$ cat src/rtl/rom_load_ctrl.sv
// Loads an iNES image from the UART receive buffer into PRG/CHR program memory,
// validates the header, reports 'S'/'F' over the UART and gates CPU/PPU run.
`timescale 1ns/1ps
module rom_load_ctrl #(
    parameter int HDR_LEN     = 16,
    parameter int TRAINER_LEN = 512
) (
    input  logic        clk,
    input  logic        rst,
    input  logic        start,
    input  logic        halt,
    output logic [15:0] rd_ptr,
    input  logic [7:0]  rd_data,
    output logic        prog,
    output logic        prog_we,
    output logic        prog_sel,
    output logic [14:0] prog_addr,
    output logic [7:0]  prog_di,
    output logic [7:0]  tx_data,
    output logic        tx_start,
    input  logic        tx_done,
    output logic        running,
    output logic [2:0]  err_code
);

    typedef enum logic [2:0] {
        IDLE, HDR, CHECK, COPY_PRG, COPY_CHR, REPORT, RUN
    } state_t;

    localparam logic [15:0] HDR_LEN_W = 16'(HDR_LEN);
    localparam logic [15:0] TRN_LEN_W = 16'(TRAINER_LEN);

    state_t      state_q, state_d;
    logic [15:0] rd_ptr_q, rd_ptr_d;
    logic [15:0] hdr_cnt_q, hdr_cnt_d;
    logic [14:0] cnt_q, cnt_d;
    logic        prog_q, prog_d;
    logic        prog_we_q, prog_we_d;
    logic        prog_sel_q, prog_sel_d;
    logic [14:0] prog_addr_q, prog_addr_d;
    logic [7:0]  tx_data_q, tx_data_d;
    logic        tx_start_q, tx_start_d;
    logic [2:0]  err_q, err_d;
    logic        ok_q, ok_d;

    // Only the first eight header bytes carry information we act on.
    logic [63:0] hdr_bytes;

    genvar gi;
    generate
        for (gi = 0; gi < 8; gi++) begin : g_hdr
            logic [7:0] byte_q;
            always_ff @(posedge clk or posedge rst) begin
                if (rst) begin
                    byte_q <= 8'h00;
                end else if (state_q == HDR && hdr_cnt_q == 16'(gi + 1)) begin
                    byte_q <= rd_data;
                end
            end
            assign hdr_bytes[gi*8 +: 8] = byte_q;
        end
    endgenerate

    logic [7:0]  b4, b5, b6, b7;
    logic [2:0]  chk_err;
    logic [15:0] src_start;
    logic [14:0] prg_last;

    assign b4 = hdr_bytes[39:32];
    assign b5 = hdr_bytes[47:40];
    assign b6 = hdr_bytes[55:48];
    assign b7 = hdr_bytes[63:56];

    always_comb begin
        chk_err = 3'd0;
        if (hdr_bytes[31:0] != 32'h1A53454E) begin
            chk_err = 3'd1;
        end else if (b4 != 8'd1 && b4 != 8'd2) begin
            chk_err = 3'd2;
        end else if (b5 > 8'd1) begin
            chk_err = 3'd3;
        end else if ((b6 & 8'hF0) != 8'h00 || (b7 & 8'hF0) != 8'h00) begin
            chk_err = 3'd4;
        end
    end

    assign src_start = HDR_LEN_W + (b6[2] ? TRN_LEN_W : 16'd0);
    assign prg_last  = b4[1] ? 15'h7FFF : 15'h3FFF;

    always_comb begin
        state_d     = state_q;
        rd_ptr_d    = rd_ptr_q;
        hdr_cnt_d   = hdr_cnt_q;
        cnt_d       = cnt_q;
        prog_we_d   = 1'b0;
        prog_sel_d  = prog_sel_q;
        prog_addr_d = prog_addr_q;
        tx_data_d   = tx_data_q;
        tx_start_d  = 1'b0;
        err_d       = err_q;
        ok_d        = ok_q;

        case (state_q)
            IDLE: begin
                if (start) begin
                    state_d   = HDR;
                    rd_ptr_d  = 16'd0;
                    hdr_cnt_d = 16'd0;
                    err_d     = 3'd0;
                end
            end
            HDR: begin
                // Byte n is captured when hdr_cnt_q == n+1, one cycle after its address.
                hdr_cnt_d = hdr_cnt_q + 16'd1;
                if (hdr_cnt_q < HDR_LEN_W - 16'd1) begin
                    rd_ptr_d = rd_ptr_q + 16'd1;
                end
                if (hdr_cnt_q == HDR_LEN_W) begin
                    state_d = CHECK;
                end
            end
            CHECK: begin
                if (chk_err != 3'd0) begin
                    err_d      = chk_err;
                    ok_d       = 1'b0;
                    state_d    = REPORT;
                    tx_start_d = 1'b1;
                    tx_data_d  = 8'h46;
                end else begin
                    ok_d     = 1'b1;
                    rd_ptr_d = src_start;
                    cnt_d    = 15'd0;
                    state_d  = COPY_PRG;
                end
            end
            COPY_PRG, COPY_CHR: begin
                // Write side lags the read address by one cycle to meet rd_data.
                prog_we_d   = 1'b1;
                prog_sel_d  = (state_q == COPY_CHR);
                prog_addr_d = cnt_q;
                rd_ptr_d    = rd_ptr_q + 16'd1;
                cnt_d       = cnt_q + 15'd1;
                if (state_q == COPY_PRG && cnt_q == prg_last) begin
                    cnt_d = 15'd0;
                    if (b5 == 8'd0) begin
                        state_d    = REPORT;
                        tx_start_d = 1'b1;
                        tx_data_d  = 8'h53;
                    end else begin
                        state_d = COPY_CHR;
                    end
                end else if (state_q == COPY_CHR && cnt_q == 15'h1FFF) begin
                    cnt_d      = 15'd0;
                    state_d    = REPORT;
                    tx_start_d = 1'b1;
                    tx_data_d  = 8'h53;
                end
            end
            REPORT: begin
                if (tx_done) begin
                    state_d = ok_q ? RUN : IDLE;
                end
            end
            RUN: begin
                if (halt) begin
                    state_d = IDLE;
                end
            end
            default: begin
                state_d = IDLE;
            end
        endcase

        prog_d = (state_d == COPY_PRG) || (state_d == COPY_CHR) || prog_we_d;
    end

    always_ff @(posedge clk or posedge rst) begin
        if (rst) begin
            state_q     <= IDLE;
            rd_ptr_q    <= 16'd0;
            hdr_cnt_q   <= 16'd0;
            cnt_q       <= 15'd0;
            prog_q      <= 1'b0;
            prog_we_q   <= 1'b0;
            prog_sel_q  <= 1'b0;
            prog_addr_q <= 15'd0;
            tx_data_q   <= 8'h00;
            tx_start_q  <= 1'b0;
            err_q       <= 3'd0;
            ok_q        <= 1'b0;
        end else begin
            state_q     <= state_d;
            rd_ptr_q    <= rd_ptr_d;
            hdr_cnt_q   <= hdr_cnt_d;
            cnt_q       <= cnt_d;
            prog_q      <= prog_d;
            prog_we_q   <= prog_we_d;
            prog_sel_q  <= prog_sel_d;
            prog_addr_q <= prog_addr_d;
            tx_data_q   <= tx_data_d;
            tx_start_q  <= tx_start_d;
            err_q       <= err_d;
            ok_q        <= ok_d;
        end
    end

    assign rd_ptr    = rd_ptr_q;
    assign prog      = prog_q;
    assign prog_we   = prog_we_q;
    assign prog_sel  = prog_sel_q;
    assign prog_addr = prog_addr_q;
    assign prog_di   = prog_we_q ? rd_data : 8'h00;
    assign tx_data   = tx_data_q;
    assign tx_start  = tx_start_q;
    assign running   = (state_q == RUN);
    assign err_code  = err_q;

endmodule

$ cat config.mk
export PLATFORM = sky130hd
export DESIGN_NAME = rom_load_ctrl
export DESIGN_NICKNAME = d
export VERILOG_FILES = /design/src/rtl/rom_load_ctrl.sv
export SDC_FILE = /design/constraint.sdc
export NUM_CORES = 1
export LEC_CHECK = 0
export CELL_PAD_IN_SITES_DETAIL_PLACEMENT = 0
export CELL_PAD_IN_SITES_GLOBAL_PLACEMENT = 1
export CORE_MARGIN = 1.5
export CORE_UTILIZATION = 45
export DETAILED_ROUTE_END_ITERATION = 7
export PLACE_DENSITY = 0.78
export SYNTH_ARGS = -nofsm -noshare
export SYNTH_HDL_FRONTEND = slang
export SYNTH_SLANG_ARGS = --single-unit
export TNS_END_PERCENT = 1
$ cat constraint.sdc
create_clock -name clk -period 6 [get_ports clk]
set_input_delay 1.5 -clock clk [delete_from_list [all_inputs] [get_ports clk]]
set_output_delay 1.5 -clock clk [all_outputs]
set_load 0.01 [all_outputs]
## After elaboration in Yosys (flattened, before gate mapping)

Index checks and enable logic that the tools add are counted.

- Register bits after elaboration: 145
- Input port bits: 13
- Output and inout bits: 55
- Logic and storage cells: 124

- Add/sub/neg operators: 4
- Order comparisons: 2
- Equality and inequality tests: 28
- Mux-type cells: 41
- Reductions and logical operators: 29

Operator list:

| cell | number |
|---|---|
| 16-bit by 3-bit == test with 1-bit output (second input constant) | 4 |
| 16-bit one-hot mux with 4 select lines | 1 |
| 15-bit 2-to-1 mux | 4 |
| 16-bit 2-to-1 mux | 3 |
| 3-bit 2-to-1 mux | 14 |
| 8-bit 2-to-1 mux | 5 |
| 16-bit by 1-bit adder with 16-bit output (second input constant) | 2 |
| 16-bit by 2-bit == test with 1-bit output (second input constant) | 2 |
| 32-bit by 29-bit != test with 1-bit output (second input constant) | 1 |
| 16-bit one-hot mux with 2 select lines | 1 |
| 15-bit one-hot mux with 2 select lines | 1 |
| 3-bit one-hot mux with 6 select lines | 1 |
| 16-bit by 1-bit == test with 1-bit output (second input constant) | 1 |
| 16-bit by 4-bit == test with 1-bit output (second input constant) | 1 |
| 16-bit by 5-bit == test with 1-bit output (second input constant) | 1 |
| 16-bit by 4-bit < comparator with 1-bit output (second input constant) | 1 |
| 8-bit one-hot mux with 2 select lines | 1 |
| 8-bit nonzero test | 2 |
| 15-bit by 1-bit adder with 15-bit output (second input constant) | 1 |
| 15-bit by 13-bit == test with 1-bit output (second input constant) | 1 |
| 15-bit == test | 1 |
| 3-bit == test (second input constant) | 4 |
| 5-bit by 10-bit adder with 11-bit output (first input constant) | 1 |
| 1-bit logical AND | 11 |
| 22 further kinds | 39 |

## Logic depth before layout (Yosys ltp)

Gate-level depths: netlist of run 1.

- Depth in word-level cells: 12
- Mapped depth: 7
- Mapped depth without buffers: 6

## Worst setup path after synthesis of run 1

Ideal clock, no wire load.

- Path type: in2out
- From: in rd_data[0]
- To: out prog_di[0]
- Arrival: 1.646 ns
- Required time: 4.500 ns
- Slack: 2.854 ns
- Cell stages on the path: 1
- Buffers on the path: 0
- Cells stage by stage: and2_1

- Word-level cells in the longest chain between the ends: 1

Ends and longest elaborated chain:

| item | RTL line | text |
|---|---|---|
| from (decl) | 13 | `input logic [7:0] rd_data,` |
| 8-bit 2-to-1 mux | 212 | `assign prog_di = prog_we_q ? rd_data : 8'h00;` |
| to (decl) | 18 | `output logic [7:0] prog_di,` |

Every way passes these cells.

## Worst setup path after layout of run 1

- From: in rd_data[4]
- To: out prog_di[4]

Same word-level chain as after synthesis.

==> results_dict.tcl, run 1 <==
set metrics [dict create \
    status "completed" \
    slew_viol_final 0 \
    synth-simple-area-share_pct 19.1 \
    syn_area_per_cell_sq_um 11.1 \
    critPathLaunch "rd_data[4]" \
    finalHoldViolCount 0 \
    layout_common_cells "133 x dfrtp_1, 72 x mux2_2, 64 x clkdlybuf4s50_1" \
    fp.dieH_um 124 \
    synth_mux_area_share_pct 13.2 \
    finalSetupTns_ns 0 \
    fin_crit_sh_pct 74.2 \
    core_sq_um 14000 \
    reg2reg_depth 6 \
    pin_count 68 \
    dieArea_sq_um 15300 \
    relSlewSlack_pct 43.9 \
    critPathCaptureType "output pin" \
    die_w_um 124 \
    gp_congestion 0.773 \
    synth_fa_ha_area_share_pct 1.15 \
    clk_pin_slew_ns 0.06 \
    track_usage_pct 21.6 \
    max_freq_mhz 225 \
    cp_data_required_time_ns 4.50 \
    clk_path_buf_depth 2 \
    num_rows 43 \
    synth_compound_area_share_pct 12.0 \
    synth_warnings 0 \
    p_per_area_nw_per_um2 462 \
    tightestPinTransition_ns 0.835 \
    via_per_inst 5.78 \
    fin_crit_ns 4.45 \
    cts_sinks 133 \
    synth_top_family_by_area "simple AND/OR/NAND/NOR gates" \
    vias 4894 \
    postCtsSetupRepairBufs 0 \
    htreeDepth 4 \
    synth-xor-area-share_pct 0.670 \
    overflow 0 \
    maxCapViolCount 0 \
    crit_fanout 9 \
    insertion_delay_ns 0.43 \
    yosysSeqAreaShare_pct 50.9 \
    first_pass_iters 5 \
    yosys_most_used_dff "dfrtp_1" \
    hold_buffers 0 \
    crit_type "input port to output pin" \
    numCtsBuffers 17 \
    swShare_pct 34.8 \
    first_iter_violations 279 \
    synth_cells 589 \
    routed_wl_um 15200 \
    grt_pass1_wl_um 25100 \
    cts_tree "built" \
    endpoint "prog_di[4]" \
    setup_viol 0 \
    cts_resized 0 \
    r2r_start "cnt_q[0]" \
    cts_root_buf "clkbuf_16" \
    hp-class "register to register" \
    route.detailed.drc 0 \
    hpwl_um 10100 \
    cp-start-kind "input port" \
    postSynth.asyncResetShare_pct 100 \
    diodes 0 \
    synth_edf_count 0 \
    final_common_cell "dfrtp_1" \
    rsz0062_at_grt "no" \
    vdd_drop_max_v 0.000228 \
    syn_to_final_growth_pct 21.1 \
    grt_pass1_vias 4856 \
    numPortBuffers 64 \
    sequentialPowerShare_pct 39.3 \
    netlist_area_sq_um 6540 \
    drive_gt1_share_pct 19.2 \
    p_int_uw 2380 \
    p_clk_share_pct 29.0 \
    power_uw 3660 \
    initial_core_util_pct 46.6 \
    arrival_ns 2.95 \
    ys_types 67 \
    p_leak_uw 0.00338 \
    switchingPower_uw 1270 \
    antenna_found_initial 0 \
    skew_ns 0.00744 \
    final_antenna_net_count 0 \
    grt_max_degree 59 \
    combPwrFrac_pct 31.8 \
    final_nets 672 \
    ys_ff_latch 133 \
    rrSetupSlack_ns 3.04 \
    r2r_end "cnt_q[8]" \
    wl_per_cell_um 17.9 \
]
worst min-delay path by stage:
stage                                  start            endpoint  depth (start not counted)
final                          hdr_cnt_q[12]       hdr_cnt_q[12]                          1
after global placement    g_hdr[3].byte_q[4]  g_hdr[3].byte_q[4]                          1
after CTS                      hdr_cnt_q[12]       hdr_cnt_q[12]                          1
after detailed placement       prog_addr[12]       prog_addr[12]                          2
after global routing      g_hdr[3].byte_q[5]  g_hdr[3].byte_q[5]                          1
after floorplan                hdr_cnt_q[15]       hdr_cnt_q[15]                          1
metrics by stage:
stage | cells | util (%) | cell area [sq um] | hold WS (ns) | worst slack [ns]
6_report | 846 | 56.4 | 7920 | 0.500 | 1.55
5_1_grt | 846 | 56.4 | 7920 | 0.520 | 1.49
4_1_cts | 846 | 56.4 | 7920 | 0.502 | 1.53
3_5_place_dp | 814 | 52.1 | 7320 | 0.487 | 1.55
3_3_place_gp | 814 | 52.1 | 7320 | 0.481 | 1.53
2_1_floorplan | 591 | - | 6550 | 0.465 | 0.946
kinds of logic (layout without fill, tap and decap cells):
| kind of cell | Yosys count | after routing |
|---|---|---|
| other | 1 | 3 |
| XOR/XNOR | 5 | 5 |
| buffers and inverters | 39 | 114 |
| flip-flops | 133 | 133 |
| AO/OA/AOI/OAI | 109 | 109 |
| adder cells (fa/ha/maj) | 6 | 6 |
| multiplexers | 77 | 77 |
| AND/OR/NAND/NOR | 219 | 219 |
final cells by class:
type | instances | area, sq um
fillers | 1198 | 6120
flip-flops and latches | 133 | 3330
multi-input cells | 419 | 3030
repair buffers | 71 | 693
clock buffers | 18 | 439
well taps | 180 | 225
clock inverters | 14 | 164
inverters | 11 | 43.8
cells in the mapped netlist, types with 3 or more instances:
| cell | count | area share [%] |
|---|---|---|
| a211oi_1 | 4 | 0.46 |
| a21o_1 | 4 | 0.46 |
| a21oi_1 | 22 | 1.7 |
| a221o_1 | 8 | 1.2 |
| a22o_1 | 5 | 0.67 |
| a22oi_1 | 3 | 0.34 |
| a31oi_1 | 7 | 0.67 |
| and2_1 | 17 | 1.6 |
| and3_1 | 7 | 0.67 |
| and4_1 | 7 | 0.94 |
| buf_2 | 8 | 0.61 |
| buf_4 | 5 | 0.57 |
| clkbuf_1 | 12 | 0.69 |
| dfrtp_1 | 133 | 51 |
| ha_1 | 6 | 1.1 |
| inv_1 | 11 | 0.63 |
| mux2_2 | 72 | 12 |
| mux2i_1 | 5 | 0.77 |
| nand2_1 | 49 | 2.8 |
| nand2b_1 | 5 | 0.48 |
| nand3_1 | 29 | 2.2 |
| nand4_1 | 19 | 1.8 |
| nand4b_1 | 3 | 0.40 |
| nor2_1 | 33 | 1.9 |
| nor2b_1 | 5 | 0.48 |
| nor3_1 | 7 | 0.54 |
| nor3b_1 | 3 | 0.34 |
| nor4_1 | 10 | 0.96 |
| nor4bb_1 | 5 | 0.77 |
| o211ai_1 | 4 | 0.46 |
| o21a_1 | 3 | 0.34 |
| o21ai_0 | 20 | 1.5 |
| o21ai_1 | 3 | 0.23 |
| o2bb2ai_1 | 7 | 0.94 |
| o31a_1 | 3 | 0.40 |
| xnor2_1 | 3 | 0.40 |
power by group through the flow:
stage	Sequential (uW)	Combinational, uW	Clock [uW]
6_report	1440	1160	1060
5_1_grt	1480	1280	1110
4_1_cts	1430	1170	1080
3_5_place_dp	1440	1170	0
3_3_place_gp	1420	1130	0
2_1_floorplan	1370	887	0
layer usage:
metal / GRT usage, % / vias to the layer above / wire, um
li1: - / 2336 / -
met1: 30.5 / 2437 / 7270
met2: 32.9 / 106 / 7090
met3: 4.98 / 15 / 629
met4: 6.82 / 0 / 184
met5: 0 / - / 0
critical path: stages:
cell and delay [ns]:
clkdlybuf4s50_1 0.72, and2_1 0.19, clkdlybuf4s50_1 0.53
sequential cells by signal, indices dropped and copies added (netlist names), 4 cells and up:
signal,cells
g_hdr.byte_q,32
hdr_cnt_q,16
rd_ptr,16
cnt_q,15
prog_addr,15
b4,8
b5,8
b6,5
b7,4
No activity file was read; power rests on OpenSTA's default activity.
==> run 2, diff against run 1 <==
==> constraint.sdc (replaced) <==
create_clock -name clk -period 4.3 [get_ports clk]
set_input_delay 1.075 -clock clk [delete_from_list [all_inputs] [get_ports clk]]
set_output_delay 1.075 -clock clk [all_outputs]
set_load 0.01 [all_outputs]
==> run 2 against run 1 <==
- final area up 0.49%
- critical endpoint unchanged
- combinational power rose by 41%
- cell count rose by 0.12%
- clock power is 45% higher
- largest power group unchanged
==> results_dict.tcl, run 2 (same netlist as run 1, synthesis figures left out) <==
set metrics [dict create \
    num_rows 43 \
    drive_gt1_share_pct 19.3 \
    top_layer "met4" \
    cts_resized 0 \
    whs_ns 0.486 \
    diodes 0 \
    insertion_delay_ns 0.43 \
    via_per_inst 5.82 \
    crit_type "input port to output pin" \
    critPathCaptureType "output pin" \
    largest_reg_flops 32 \
    route.detailed.drc 0 \
    grt_max_degree 134 \
    pin_count 68 \
    cts_tree "built" \
    antenna_found_initial 1 \
    cp-start-kind "input port" \
    rsz0062_at_grt "no" \
    grt_pass1_vias 4959 \
    first_iter_violations 400 \
    crit_fanout 9 \
    core_sq_um 14000 \
    final_common_cell "dfrtp_1" \
    hold_buffers 0 \
    fin_crit_ns 3.61 \
    routed_wl_um 15500 \
    placed_area_sq_um 7340 \
    finalHoldViolCount 0 \
    arrival_ns 2.53 \
    slew_viol_final 0 \
    setup_ws_ns 0.692 \
    hpwl_um 10300 \
    met1_length_um 7540 \
    clk_path_buf_depth 2 \
    maxCapViolCount 0 \
    cts_root_buf "clkbuf_16" \
    hold_depth 2 \
    max_freq_mhz 277 \
    syn_to_final_growth_pct 21.7 \
    track_usage_pct 21.8 \
    tightestPinTransition_ns 0.879 \
    die_w_um 124 \
    relSlewSlack_pct 41.0 \
    status "completed" \
    skew_ns 0.00696 \
    power_uw 5170 \
    dieArea_sq_um 15300 \
    fin_crit_sh_pct 83.9 \
    reg2reg_depth 6 \
    vias 4929 \
    htreeDepth 4 \
    vdd_drop_max_v 0.000332 \
    place_ws_ns 0.711 \
    final_antenna_net_count 0 \
    grt_pass1_wl_um 25400 \
    gp_congestion 0.778 \
    fp.dieH_um 124 \
    wl_met2_um 7090 \
    hp-class "register to register" \
    numCtsBuffers 17 \
    final_area_sq_um 7960 \
    setup_viol 0 \
    cp_data_required_time_ns 3.22 \
    overflow 0 \
    initial_core_util_pct 46.6 \
    layout_common_cells "133 x dfrtp_1, 72 x mux2_2, 64 x clkdlybuf4s50_1" \
    finalSetupTns_ns 0 \
    p_per_area_nw_per_um2 649 \
    wl_met3_um 600 \
    numPortBuffers 64 \
    postCtsSetupRepairBufs 0 \
    fillCellCount 1204 \
    clk_pin_slew_ns 0.06 \
    p_leak_uw 0.00339 \
    cts_sinks 133 \
    first_pass_iters 5 \
    final_nets 673 \
    regMostFlops "g_hdr.byte_q" \
    wl_per_cell_um 18.3 \
]
## run 2: changes by cell type in the layout (fill, tap and decap cells not counted), sizes merged
cell | before | now
buf | 7 | 8
bufinv | 2 | 3
clkbuf | 18 | 17
clkinvlp | 0 | 2
inv | 18 | 16
## run 2: through the flow
stage               util, %  instances
floorplan                 -        591
global placement       52.3        815
detailed placement     52.3        815
CTS                    56.7        847
global route           56.7        847
finish                 56.7        847
## run 2: routing by layer
metal | vias up | global-route usage, %
li1 | 2332 | -
met1 | 2469 | 30.4
met2 | 107 | 33.4
met3 | 21 | 5.12
met4 | 0 | 7.54
met5 | - | 0
## run 2: cell type report
| cell class | instances | area (sq um) | share of cell area [%] |
|---|---|---|---|
| Clock buffer | 17 | 425 | 5.35 |
| Clock inverter | 15 | 195 | 2.45 |
| Inverter | 11 | 45.0 | 0.566 |
| Multi-Input combinational cell | 419 | 3030 | 38.0 |
| Sequential cell | 133 | 3330 | 41.8 |
| Tap cell | 180 | 225 | 2.83 |
| Timing Repair Buffer | 72 | 713 | 8.96 |
## run 2: report_power, final
group          leakage (uW)  total (uW)  switching, uW  internal (uW)
logic               0.00139        1630            840            792
registers           0.00171        2000            345           1650
clock network      0.000303        1540            611            929
## run 2: final timing paths
| path | from | end | slack, ns |
|---|---|---|---|
| hold / removal | prog_addr[12] | prog_addr[12] | 0.49 |
| max in group asynchronous | rst | hdr_cnt_q[10] | 2.55 |
| hold reg to reg | prog_addr[12] | prog_addr[12] | 0.49 |
| min in group asynchronous | rst | tx_start | 1.21 |
| setup reg to reg | cnt_q[1] | cnt_q[8] | 1.34 |
| setup / recovery | rd_data[4] | prog_di[4] | 0.69 |
## run 2: critical path, stage by stage
cell             delay [ns]
clkdlybuf4s50_1        0.73
and2_1                 0.19
clkdlybuf4s50_1        0.53
==> run 3, diff against run 2 <==
==> constraint.sdc (replaced) <==
create_clock -name clk -period 3.5 [get_ports clk]
set_input_delay 0.875 -clock clk [delete_from_list [all_inputs] [get_ports clk]]
set_output_delay 0.875 -clock clk [all_outputs]
set_load 0.01 [all_outputs]
==> run 3 against run 2 <==
- final area is 1.0% higher
- clock power is 25% higher
- routed wire length grew 2.2%
- global-route usage is 0.74 points higher
- largest power group unchanged
- highest routed layer unchanged
==> results_dict.tcl, run 3 (same netlist as run 1, synthesis figures left out) <==
set metrics [dict create \
    status "completed" \
    final_common_cell "dfrtp_1" \
    track_usage_pct 22.5 \
    first_pass_iters 5 \
    first_iter_violations 353 \
    initial_core_util_pct 46.6 \
    largest_reg_flops 32 \
    route.detailed.drc 0 \
    tightestPinTransition_ns 0.695 \
    via_per_inst 5.82 \
    cp_data_required_time_ns 2.62 \
    crit_type "input port to output pin" \
    fin_crit_ns 3.24 \
    regMostFlops "g_hdr.byte_q" \
    clk_pin_slew_ns 0.06 \
    arrival_ns 2.36 \
    final_nets 680 \
    gp_congestion 0.810 \
    sequentialPowerShare_pct 38.3 \
    pin_count 68 \
    place_ws_ns 0.287 \
    syn_to_final_growth_pct 23.0 \
    num_rows 43 \
    setup_ws_ns 0.263 \
    wl_per_cell_um 18.5 \
    multi_input_area_sq_um 3030 \
    final_antenna_net_count 0 \
    maxCapViolCount 0 \
    crit_fanout 9 \
    p_leak_uw 0.00344 \
    die_w_um 124 \
    skew_ns 0.00949 \
    layout_common_cells "133 x dfrtp_1, 72 x mux2_2, 64 x clkdlybuf4s50_1" \
    switchingPower_uw 2180 \
    vdd_drop_max_v 0.000489 \
    cts_sinks 133 \
    fin_crit_sh_pct 92.5 \
    slew_viol_final 0 \
    swShare_pct 33.9 \
    clk_path_buf_depth 2 \
    finalHoldViolCount 0 \
    cts_root_buf "clkbuf_16" \
    combPwrFrac_pct 31.7 \
    critPathCaptureType "output pin" \
    hold_buffers 0 \
    grt_max_degree 89 \
    fin_cells 854 \
    seq_area_sq_um 3330 \
    insertion_delay_ns 0.42 \
    fillCellCount 1139 \
    grt_pass1_wl_um 26300 \
    setup_viol 0 \
    cp-start-kind "input port" \
    p_per_area_nw_per_um2 799 \
    vias 4972 \
    dieArea_sq_um 15300 \
    critPathLaunch "rd_data[7]" \
    hpwl_um 10900 \
    placed_cells 822 \
    diodes 0 \
    hp-class "register to register" \
    numCtsBuffers 17 \
    cts_resized 0 \
    fp.dieH_um 124 \
    hold_start "g_hdr[3].byte_q[3]" \
    core_sq_um 14000 \
    numPortBuffers 64 \
    relSlewSlack_pct 53.4 \
    finalSetupTns_ns 0 \
    whs_ns 0.496 \
    htreeDepth 4 \
    max_freq_mhz 309 \
    cts_tree "built" \
    p_int_uw 4250 \
    grt_pass1_vias 5058 \
    p_clk_share_pct 30.0 \
    rsz0062_at_grt "no" \
    r2r_start "state_q[2]" \
    postCtsSetupRepairBufs 0 \
    overflow 0 \
    antenna_found_initial 1 \
    drive_gt1_share_pct 20.0 \
    routed_wl_um 15800 \
]
run 3: cell types whose count changed in the layout (fill, tap and decap cells not counted):
cell        previous run  this run
clkbuf_1               0         1
buf_4                  7        13
clkinv_4               4         1
bufinv_16              3         4
clkinvlp_4             2         3
inv_8                  2         1
buf_12                 1         2
clkbuf_8               0         1
run 3: cell type report:
cell class	instances	share of cell area, %
clock buffer	19	5.51
clock inverter	13	2.43
inverter	11	0.560
multi-input combinational	419	37.6
sequential	133	41.4
tap	180	2.80
timing repair buffer	79	9.68
run 3: power by group through the flow:
stage	combinational, uW	clock [uW]	sequential, uW
global route	2230	2040	2540
CTS	2040	1960	2450
floorplan	1520	0	2340
finish	2040	1930	2460
detailed placement	2030	0	2480
global placement	1960	0	2430
run 3: final timing paths:
| path | end | slack (ns) | cells after the start |
|---|---|---|---|
| setup reg to reg | g_hdr[3].byte_q[2] | 0.86 | 5 |
| max in group asynchronous | g_hdr[1].byte_q[2] | 2.15 | 3 |
| hold reg to reg | g_hdr[3].byte_q[3] | 0.50 | 1 |
| setup / recovery | prog_di[7] | 0.26 | 3 |
| min in group asynchronous | tx_data[2] | 0.91 | 3 |
| hold / removal | g_hdr[3].byte_q[3] | 0.50 | 1 |
run 3: stage by stage:
step           power (uW)  util (%)  instance area (sq um)
2_1_floorplan        3860         -                   6550
3_3_place_gp         4400      52.7                   7400
3_5_place_dp         4500      52.7                   7400
4_1_cts              6450      57.3                   8040
5_1_grt              6800      57.3                   8040
6_report             6420      57.3                   8040
run 3: worst max-delay path, stage by stage:
cell and delay, ns:
clkdlybuf4s50_1 0.74, and2_1 0.20, clkdlybuf4s50_1 0.54
run 3: layer usage:
layer	routed length (um)	GRT usage (%)
met1	7500	31.5
met5	0	0
met3	589	5.40
met2	7530	35.4
met4	195	5.68
